$ cat src/rtl/scr1_tcm_sp_arb_pkg.sv
// ---------------------------------------------------------------------------
// scr1_tcm_sp_arb_pkg
// Purpose : Memory-interface types shared by the TCM single-port arbiter,
//           its round-robin sub-block and anything that talks to them.
//           Command / width / response enums are the common memif
//           encodings. Every other file imports them from here.
// Ports   : none (package).
// ---------------------------------------------------------------------------
package scr1_tcm_sp_arb_pkg;

  typedef enum logic {
    SCR1_MEM_CMD_RD = 1'b0,
    SCR1_MEM_CMD_WR = 1'b1
  } type_scr1_mem_cmd_e;

  typedef enum logic [1:0] {
    SCR1_MEM_WIDTH_BYTE  = 2'b00,
    SCR1_MEM_WIDTH_HWORD = 2'b01,
    SCR1_MEM_WIDTH_WORD  = 2'b10,
    SCR1_MEM_WIDTH_ERROR = 2'b11
  } type_scr1_mem_width_e;

  typedef enum logic [1:0] {
    SCR1_MEM_RESP_NOTRDY = 2'b00,
    SCR1_MEM_RESP_RDY_OK = 2'b01,
    SCR1_MEM_RESP_RDY_ER = 2'b10
  } type_scr1_mem_resp_e;

  // Requester index inside the two-way arbiter (req[0] = imem, req[1] = dmem).
  localparam logic SCR1_ARB_IMEM = 1'b0;
  localparam logic SCR1_ARB_DMEM = 1'b1;

  // Per-port state captured at grant and consumed in the response cycle.
  typedef struct packed {
    logic       pend;  // a grant happened last cycle
    logic       err;   // that access was rejected (range / alignment)
    logic [1:0] off;   // byte offset used to align returned read data
  } type_scr1_tcm_rsp_s;

endpackage

$ cat src/rtl/scr1_tcm_sp_arb_if.sv
// ---------------------------------------------------------------------------
// scr1_tcm_sp_arb_if
// Purpose : Bundles the instruction port, data port and external SRAM port
//           of the TCM arbiter.
// Modports: slave  - the arbiter (takes imem/dmem requests, drives SRAM)
//           master - the environment (cores + SRAM model)
// Handshake: a port presents req with its address/command; the request is
//           taken in any cycle where req_ack=1 (combinational, same cycle).
//           A port that sees req=1 and req_ack=0 must keep req and its
//           payload stable. Exactly one cycle after the ack, resp shows
//           RDY_OK or RDY_ER (rdata valid only in that cycle); resp is
//           NOTRDY in every other cycle. SRAM read data (mem_rdata) is
//           valid one cycle after mem_req.
// ---------------------------------------------------------------------------
interface scr1_tcm_sp_arb_if #(
  parameter int unsigned SCR1_MEM_AW = 14
) ();
  import scr1_tcm_sp_arb_pkg::*;

  // instruction port
  logic                 imem_req;
  logic [31:0]          imem_addr;
  logic                 imem_req_ack;
  logic [31:0]          imem_rdata;
  type_scr1_mem_resp_e  imem_resp;

  // data port
  logic                 dmem_req;
  type_scr1_mem_cmd_e   dmem_cmd;
  type_scr1_mem_width_e dmem_width;
  logic [31:0]          dmem_addr;
  logic [31:0]          dmem_wdata;
  logic                 dmem_req_ack;
  logic [31:0]          dmem_rdata;
  type_scr1_mem_resp_e  dmem_resp;

  // external SRAM port
  logic                   mem_req;
  logic                   mem_wen;
  logic [SCR1_MEM_AW-1:0] mem_addr;
  logic [3:0]             mem_byteen;
  logic [31:0]            mem_wdata;
  logic [31:0]            mem_rdata;

  modport slave (
    input  imem_req, imem_addr,
    output imem_req_ack, imem_rdata, imem_resp,
    input  dmem_req, dmem_cmd, dmem_width, dmem_addr, dmem_wdata,
    output dmem_req_ack, dmem_rdata, dmem_resp,
    output mem_req, mem_wen, mem_addr, mem_byteen, mem_wdata,
    input  mem_rdata
  );

  modport master (
    output imem_req, imem_addr,
    input  imem_req_ack, imem_rdata, imem_resp,
    output dmem_req, dmem_cmd, dmem_width, dmem_addr, dmem_wdata,
    input  dmem_req_ack, dmem_rdata, dmem_resp,
    input  mem_req, mem_wen, mem_addr, mem_byteen, mem_wdata,
    output mem_rdata
  );

endinterface

$ cat src/rtl/scr1_tcm_sp_arb_rr_arb2.sv
// ---------------------------------------------------------------------------
// scr1_rr_arb2
// Purpose : Two-way round-robin arbiter. A lone requester wins at once; on
//           a conflict the requester that did not win last time wins.
//           The last-grant register only moves when something is granted.
// Ports   : clk, rst     - clock, async active-high reset
//           req_i[1:0]   - request vector (bit 0 = imem, bit 1 = dmem)
//           gnt_o[1:0]   - one-hot (or zero) combinational grant
//           last_gnt_o   - index of the most recent winner (debug/state)
// ---------------------------------------------------------------------------
module scr1_rr_arb2
  import scr1_tcm_sp_arb_pkg::*;
(
  input  logic       clk,
  input  logic       rst,
  input  logic [1:0] req_i,
  output logic [1:0] gnt_o,
  output logic       last_gnt_o
);

  logic last_gnt_q, last_gnt_d;

  always_comb begin
    gnt_o = 2'b00;
    case (req_i)
      2'b01:   gnt_o = 2'b01;
      2'b10:   gnt_o = 2'b10;
      // Conflict: hand the grant to whichever side lost last time.
      2'b11:   gnt_o = (last_gnt_q == SCR1_ARB_DMEM) ? 2'b01 : 2'b10;
      default: gnt_o = 2'b00;
    endcase
  end

  always_comb begin
    last_gnt_d = last_gnt_q;
    if (gnt_o[1])      last_gnt_d = SCR1_ARB_DMEM;
    else if (gnt_o[0]) last_gnt_d = SCR1_ARB_IMEM;
  end

  // Reset to IMEM so that dmem wins the first conflict.
  always_ff @(posedge clk or posedge rst) begin
    if (rst) last_gnt_q <= SCR1_ARB_IMEM;
    else     last_gnt_q <= last_gnt_d;
  end

  assign last_gnt_o = last_gnt_q;

endmodule

$ cat src/rtl/scr1_tcm_sp_arb.sv
// ---------------------------------------------------------------------------
// scr1_tcm_sp_arb
// Purpose : Shares one external single-port TCM SRAM between the
//           instruction and data ports. One access per cycle, round-robin
//           on conflict, response exactly one cycle after the grant.
//           Out-of-range or misaligned accesses are acked but never reach
//           the SRAM; they answer RDY_ER with zero data.
// Ports   : clk, rst        - clock, async active-high reset
//           bus (slave)     - imem / dmem request ports and SRAM port
//           dbg_last_gnt_o  - last-grant state (0 = imem, 1 = dmem)
// ---------------------------------------------------------------------------
module scr1_tcm_sp_arb
  import scr1_tcm_sp_arb_pkg::*;
#(
  parameter int unsigned SCR1_TCM_SIZE = 32'h00010000,
  parameter int unsigned SCR1_MEM_AW   = $clog2(SCR1_TCM_SIZE) - 2
) (
  input  logic             clk,
  input  logic             rst,
  scr1_tcm_sp_arb_if.slave bus,
  output logic             dbg_last_gnt_o
);

  logic [1:0] arb_req;
  logic [1:0] arb_gnt;
  logic       imem_err;
  logic       dmem_err;
  logic       dmem_mis;
  logic       imem_go;
  logic       dmem_go;

  type_scr1_tcm_rsp_s imem_rsp_q, imem_rsp_d;
  type_scr1_tcm_rsp_s dmem_rsp_q, dmem_rsp_d;

  assign arb_req = {bus.dmem_req, bus.imem_req};

  scr1_rr_arb2 i_rr_arb2 (
    .clk        (clk),
    .rst        (rst),
    .req_i      (arb_req),
    .gnt_o      (arb_gnt),
    .last_gnt_o (dbg_last_gnt_o)
  );

  // Acks are the grant itself, even while reset is held.
  assign bus.imem_req_ack = arb_gnt[0];
  assign bus.dmem_req_ack = arb_gnt[1];

  // imem is always a word read: only word alignment matters.
  assign imem_err = (bus.imem_addr >= SCR1_TCM_SIZE) | (bus.imem_addr[1:0] != 2'b00);

  always_comb begin
    dmem_mis = 1'b0;
    case (bus.dmem_width)
      SCR1_MEM_WIDTH_BYTE:  dmem_mis = 1'b0;
      SCR1_MEM_WIDTH_HWORD: dmem_mis = bus.dmem_addr[0];
      SCR1_MEM_WIDTH_WORD:  dmem_mis = (bus.dmem_addr[1:0] != 2'b00);
      default:              dmem_mis = 1'b1;
    endcase
  end

  assign dmem_err = (bus.dmem_addr >= SCR1_TCM_SIZE) | dmem_mis;

  assign imem_go = arb_gnt[0] & ~imem_err;
  assign dmem_go = arb_gnt[1] & ~dmem_err;

  // SRAM strobes are suppressed during reset even though acks are not.
  assign bus.mem_req  = ~rst & (imem_go | dmem_go);
  assign bus.mem_wen  = ~rst & dmem_go & (bus.dmem_cmd == SCR1_MEM_CMD_WR);
  assign bus.mem_addr = arb_gnt[1] ? bus.dmem_addr[SCR1_MEM_AW+1:2]
                                   : bus.imem_addr[SCR1_MEM_AW+1:2];

  // Sub-word writes replicate the lane so the byte enables pick it out.
  always_comb begin
    bus.mem_byteen = 4'b1111;
    bus.mem_wdata  = bus.dmem_wdata;
    if (arb_gnt[1]) begin
      case (bus.dmem_width)
        SCR1_MEM_WIDTH_BYTE: begin
          bus.mem_byteen = 4'b0001 << bus.dmem_addr[1:0];
          bus.mem_wdata  = {4{bus.dmem_wdata[7:0]}};
        end
        SCR1_MEM_WIDTH_HWORD: begin
          bus.mem_byteen = 4'b0011 << {bus.dmem_addr[1], 1'b0};
          bus.mem_wdata  = {2{bus.dmem_wdata[15:0]}};
        end
        default: begin
          bus.mem_byteen = 4'b1111;
          bus.mem_wdata  = bus.dmem_wdata;
        end
      endcase
    end
  end

  // Capture what the response cycle needs: was there a grant, did it fail,
  // and which byte lane the read data must be shifted down from.
  always_comb begin
    imem_rsp_d      = '0;
    imem_rsp_d.pend = arb_gnt[0];
    imem_rsp_d.err  = imem_err;
    imem_rsp_d.off  = bus.imem_addr[1:0];
    dmem_rsp_d      = '0;
    dmem_rsp_d.pend = arb_gnt[1];
    dmem_rsp_d.err  = dmem_err;
    dmem_rsp_d.off  = bus.dmem_addr[1:0];
  end

  // Asynchronous reset drops any pending response on the spot.
  always_ff @(posedge clk or posedge rst) begin
    if (rst) begin
      imem_rsp_q <= '0;
      dmem_rsp_q <= '0;
    end else begin
      imem_rsp_q <= imem_rsp_d;
      dmem_rsp_q <= dmem_rsp_d;
    end
  end

  always_comb begin
    bus.imem_resp  = SCR1_MEM_RESP_NOTRDY;
    bus.imem_rdata = '0;
    if (imem_rsp_q.pend) begin
      if (imem_rsp_q.err) begin
        bus.imem_resp = SCR1_MEM_RESP_RDY_ER;
      end else begin
        bus.imem_resp  = SCR1_MEM_RESP_RDY_OK;
        bus.imem_rdata = bus.mem_rdata >> {imem_rsp_q.off, 3'b000};
      end
    end
  end

  always_comb begin
    bus.dmem_resp  = SCR1_MEM_RESP_NOTRDY;
    bus.dmem_rdata = '0;
    if (dmem_rsp_q.pend) begin
      if (dmem_rsp_q.err) begin
        bus.dmem_resp = SCR1_MEM_RESP_RDY_ER;
      end else begin
        bus.dmem_resp  = SCR1_MEM_RESP_RDY_OK;
        bus.dmem_rdata = bus.mem_rdata >> {dmem_rsp_q.off, 3'b000};
      end
    end
  end

endmodule

$ cat src/flat_wrapper.sv
// flat-port wrapper written by rule: the top's interface ports become plain ports
module scr1_tcm_sp_arb_flat import scr1_tcm_sp_arb_pkg::*;
#(
  parameter int unsigned SCR1_TCM_SIZE = 32'h00010000,
  parameter int unsigned SCR1_MEM_AW   = $clog2(SCR1_TCM_SIZE) - 2
)
  (clk, rst, dbg_last_gnt_o, bus_imem_req, bus_imem_addr, bus_imem_req_ack, bus_imem_rdata, bus_imem_resp, bus_dmem_req, bus_dmem_cmd, bus_dmem_width, bus_dmem_addr, bus_dmem_wdata, bus_dmem_req_ack, bus_dmem_rdata, bus_dmem_resp, bus_mem_req, bus_mem_wen, bus_mem_addr, bus_mem_byteen, bus_mem_wdata, bus_mem_rdata);
  scr1_tcm_sp_arb_if #(.SCR1_MEM_AW(SCR1_MEM_AW)) bus_i ();
  input  logic clk;
  input  logic rst;
  output logic dbg_last_gnt_o;
  input wire logic [$bits(bus_i.imem_req)-1:0] bus_imem_req;
  input wire logic [$bits(bus_i.imem_addr)-1:0] bus_imem_addr;
  output wire logic [$bits(bus_i.imem_req_ack)-1:0] bus_imem_req_ack;
  output wire logic [$bits(bus_i.imem_rdata)-1:0] bus_imem_rdata;
  output wire logic [$bits(bus_i.imem_resp)-1:0] bus_imem_resp;
  input wire logic [$bits(bus_i.dmem_req)-1:0] bus_dmem_req;
  input wire logic [$bits(bus_i.dmem_cmd)-1:0] bus_dmem_cmd;
  input wire logic [$bits(bus_i.dmem_width)-1:0] bus_dmem_width;
  input wire logic [$bits(bus_i.dmem_addr)-1:0] bus_dmem_addr;
  input wire logic [$bits(bus_i.dmem_wdata)-1:0] bus_dmem_wdata;
  output wire logic [$bits(bus_i.dmem_req_ack)-1:0] bus_dmem_req_ack;
  output wire logic [$bits(bus_i.dmem_rdata)-1:0] bus_dmem_rdata;
  output wire logic [$bits(bus_i.dmem_resp)-1:0] bus_dmem_resp;
  output wire logic [$bits(bus_i.mem_req)-1:0] bus_mem_req;
  output wire logic [$bits(bus_i.mem_wen)-1:0] bus_mem_wen;
  output wire logic [$bits(bus_i.mem_addr)-1:0] bus_mem_addr;
  output wire logic [$bits(bus_i.mem_byteen)-1:0] bus_mem_byteen;
  output wire logic [$bits(bus_i.mem_wdata)-1:0] bus_mem_wdata;
  input wire logic [$bits(bus_i.mem_rdata)-1:0] bus_mem_rdata;
  assign bus_i.imem_req = bus_imem_req;
  assign bus_i.imem_addr = bus_imem_addr;
  assign bus_imem_req_ack = bus_i.imem_req_ack;
  assign bus_imem_rdata = bus_i.imem_rdata;
  assign bus_imem_resp = bus_i.imem_resp;
  assign bus_i.dmem_req = bus_dmem_req;
  assign bus_i.dmem_cmd = bus_dmem_cmd;
  assign bus_i.dmem_width = bus_dmem_width;
  assign bus_i.dmem_addr = bus_dmem_addr;
  assign bus_i.dmem_wdata = bus_dmem_wdata;
  assign bus_dmem_req_ack = bus_i.dmem_req_ack;
  assign bus_dmem_rdata = bus_i.dmem_rdata;
  assign bus_dmem_resp = bus_i.dmem_resp;
  assign bus_mem_req = bus_i.mem_req;
  assign bus_mem_wen = bus_i.mem_wen;
  assign bus_mem_addr = bus_i.mem_addr;
  assign bus_mem_byteen = bus_i.mem_byteen;
  assign bus_mem_wdata = bus_i.mem_wdata;
  assign bus_i.mem_rdata = bus_mem_rdata;
  scr1_tcm_sp_arb #(.SCR1_TCM_SIZE(SCR1_TCM_SIZE), .SCR1_MEM_AW(SCR1_MEM_AW)) u_core (.clk(clk), .rst(rst), .bus(bus_i), .dbg_last_gnt_o(dbg_last_gnt_o));
endmodule
$ cat config.mk
export PLATFORM = sky130hd
export DESIGN_NAME = scr1_tcm_sp_arb_flat
export DESIGN_NICKNAME = d
export VERILOG_FILES = /design/src/rtl/scr1_tcm_sp_arb_pkg.sv /design/src/rtl/scr1_tcm_sp_arb_if.sv /design/src/rtl/scr1_tcm_sp_arb_rr_arb2.sv /design/src/rtl/scr1_tcm_sp_arb.sv /design/src/flat_wrapper.sv
export SDC_FILE = /design/constraint.sdc
export NUM_CORES = 1
export LEC_CHECK = 0
export ABC_AREA = 1
export CORE_AREA = 2 2 100 102
export CTS_CLUSTER_DIAMETER = 150
export CTS_CLUSTER_SIZE = 28
export DETAILED_ROUTE_END_ITERATION = 6
export DIE_AREA = 0 0 102 104
export PLACE_DENSITY = 0.76
export SETUP_SLACK_MARGIN = 0.02
export SLEW_MARGIN = 40
export SYNTH_ARGS = -nofsm -noshare
export SYNTH_HDL_FRONTEND = slang
export SYNTH_SLANG_ARGS = --single-unit
$ cat constraint.sdc
create_clock -name clk -period 1.58 [get_ports clk]
set_clock_uncertainty 0.2 [all_clocks]
set_input_delay 0.395 -clock clk [delete_from_list [all_inputs] [get_ports clk]]
set_output_delay 0.395 -clock clk [all_outputs]
set_load 0.05 [all_outputs]
==> qor.yml <==
critical_path:
  cp-start-kind: "register"
  worstPathCellList: "buf_16, nand2_1, o21ai_0, buf_4, o22ai_4, buf_12"
  cpPeakStageDelay_ns: 0.47
  cp_slowest_cell: "dfrtp_2"
  required_ns: 0.98
  critPathArrivalTime_ns: 1.68
  crit_fanout: 14
  end_kind: "primary output"
  critPathKind: "reg2out"
detailed_routing:
  initialDrtViolationCount: 330
  num_vias: 5139
  route.detailed.drc: 0
  wl_per_cell_um: 28.8
  drtPass1Iterations: 5
  vias_per_cell: 5.81
  finalWirelength_mm: 25.5
  drtAntennaViolNets: 0
clock_tree:
  cts_buffers: 3
  clkLatencyLatePin_ns: 0.25
  clock_sinks: 9
  cts_max_path_buffers: 2
  path_clk_slew_ns: 0.06
  cts_max_level: 1
  cts_tree: "yes"
  cts-hold-fix-buffers: 0
  root_buffer: "clkbuf_8"
die:
  core-area_um2: 9550
  initial_core_util: 0.228
  dieWidth_um: 102
  fp.dieH_um: 104
  dieArea_um2: 10600
  rows: 36
  num_io_pins: 258
yosys:
  synth_top_family_by_area: "simple AND/OR/NAND/NOR gates"
  synth_ff_type: "dfrtp_1"
  yosys_register_bits: 9
  yosysWarningCount: 0
  synth-simple-area-share: 0.366
  syn_nets: 521
  synthArstFlopShare: 1.00
  syn_inst: 386
  synth_top_area_cell: "nand2_1"
  syn_area_um2: 2180
  yosysMostFrequentCell: "nand2_1"
  synth_area_per_cell_um2: 5.64
  synth.cells.most_frequent: "118 x nand2_1, 61 x nor2_1, 40 x inv_1, 40 x o22ai_1, 32 x mux2i_1"
  synth_adder_area_share: 0
  muxShareOfSynthArea: 0.147
  synth_top_area_frac: 0.204
  synth_edf_count: 0
  synthTopCellsByArea: "nand2_1 20%, mux2i_1 15%, o22ai_1 12%, nor2_1 11%, dfrtp_1 10%"
  synth_xor_area_frac: 0
  synth_cell_type_count: 19
  synth_compound_area_frac: 0.214
  ys_seq_area_frac: 0.104
place:
  place_congestion: 0.896
  dp_cells: 840
  dp_hpwl_mm: 12.8
  portBuffers: 257
  post-place-ws_ns: -0.898
power:
  comb_power_share: 0.827
  p_per_area_nw_per_um2: 376
  peakVddDrop_mv: 0.350
  swShare: 0.503
  power_w: 0.00334
  p_leak_nw: 3.84
  seqPwrFrac: 0.079
  p_int_w: 0.00166
  power_switching_w: 0.00168
  power_frac_clock: 0.094
layout:
  final-seq-area_um2: 229
  multi_input_area_um2: 3320
  fin_nets: 885
  n_fill_cell: 275
  postLayoutCoreUtil: 0.929
  syn_to_final_growth_pct: 308
  fin_cells: 885
  drive_gt1_frac: 0.708
outcome:
  violations: "setup timing"
  outcome: "complete, but fails checks"
timing:
  slew-limit-headroom: 0.669
  fin_crit_ns: 2.27
  report.final.hold_viol_count: 0
  finalWorstSetupSlack_ns: -0.691
  grt_setup_unrepaired: "true"
  tns_ns: -64.30
  max_freq_mhz: 440
  setup_violations: 114
  drv_slew: 0
  min_period_over_period: 1.44
  tightest_slew_ns: 0.483
run:
  cap_viol_max_count: 0
global_routing:
  grt_usage: 0.397
  grt_max_degree: 25
  overflow: 0
  grt_pass1_vias: 5487
  grt_pass1_wl_mm: 32.1
  antenna_found_initial: 1
worst_hold_path:
  hp-class: "in2async"
cells by family after synthesis:
group	Yosys count
buf+inv	72
mux	32
compound gates	77
simple gates	196
flops	9
layout make-up:
class	count	share of cell area
sequential	9	0.0258
tap	133	0.0188
antenna	3	0.000846
inverter	42	0.0203
clock buffer	4	0.00508
multi-input combinational	305	0.374
timing repair buffer	389	0.555
metrics by stage:
step / hold slack, ns / instance area, µm²
2_1_floorplan: 0.0229 / 3340
3_3_place_gp: 0.472 / 7290
3_5_place_dp: 0.495 / 7290
4_1_cts: 0.221 / 8490
5_1_grt: 0.231 / 8870
6_report: 0.267 / 8870
layer usage:
layer | routed length (µm) | part of all wire | vias up | global-route usage
li1 | - | - | 1995 | -
met1 | 7470 | 0.29 | 2368 | 0.365
met2 | 12200 | 0.48 | 538 | 0.715
met3 | 2770 | 0.11 | 238 | 0.125
met4 | 3100 | 0.12 | 0 | 0.289
met5 | 0 | 0 | - | 0
state kept, by name, indices dropped and copies added, names as in the netlist:
register,flops
u_core.dmem_rsp_q,4
u_core.imem_rsp_q,4
u_core.i_rr_arb2.last_gnt_o,1
final timing paths:
kind	end	start	cells after the start	slack (ns)
setup / recovery	bus_dmem_rdata[6]	u_core.dmem_rsp_q[0]$_DFF_PP0_	6	-0.69
hold reg to reg	u_core.i_rr_arb2.last_gnt_o$_DFFE_PP0P_	u_core.i_rr_arb2.last_gnt_o$_DFFE_PP0P_	3	0.60
min in group clk	u_core.imem_rsp_q[1]$_DFF_PP0_	bus_imem_addr[1]	2	0.27
max in group asynchronous	u_core.i_rr_arb2.last_gnt_o$_DFFE_PP0P_	rst	3	0.60
setup reg to reg	u_core.imem_rsp_q[3]$_DFF_PP0_	u_core.i_rr_arb2.last_gnt_o$_DFFE_PP0P_	6	0.18
hold / removal	u_core.imem_rsp_q[1]$_DFF_PP0_	rst	3	0.27
power by group through the flow:
stage	registers, W	clock network (W)	logic (W)
finish	0.000263	0.000315	0.00276
global route	0.000263	0.000322	0.00280
CTS	0.000260	0.000270	0.00247
detailed placement	0.000260	0	0.00222
global placement	0.000258	0	0.00219
floorplan	0.000271	0	0.00107
worst max-delay path, delay by kind of cell (launching register included):
family / cells / cell delay (ns)
buf+inv: 3 / 0.55
compound gates: 2 / 0.31
simple gates: 1 / 0.09
flops: 1 / 0.47
placed cells by master, fill, tap and decap left out, drive strengths merged:
cell type / n
buf: 251
clkbuf: 19
clkdlybuf4s15: 3
clkdlybuf4s50: 56
clkinv: 1
clkinvlp: 2
dfrtp: 9
diode: 3
dlygate4sd2: 62
dlymetal6s2s: 2
inv: 39
mux2i: 32
nand2: 125
nand3: 2
nand4: 2
nor2: 64
o21ai: 37
o22ai: 40
or2: 3
repair_timing:
item	4_1_cts	5_1_grt
resized for setup	339	77
endpoints found under the setup margin	121	115
endpoints found under the hold margin	0	0
pin swaps	82	34
buffers inserted	28	5
cloned	7	7
(Power assumes the default switching activity.)
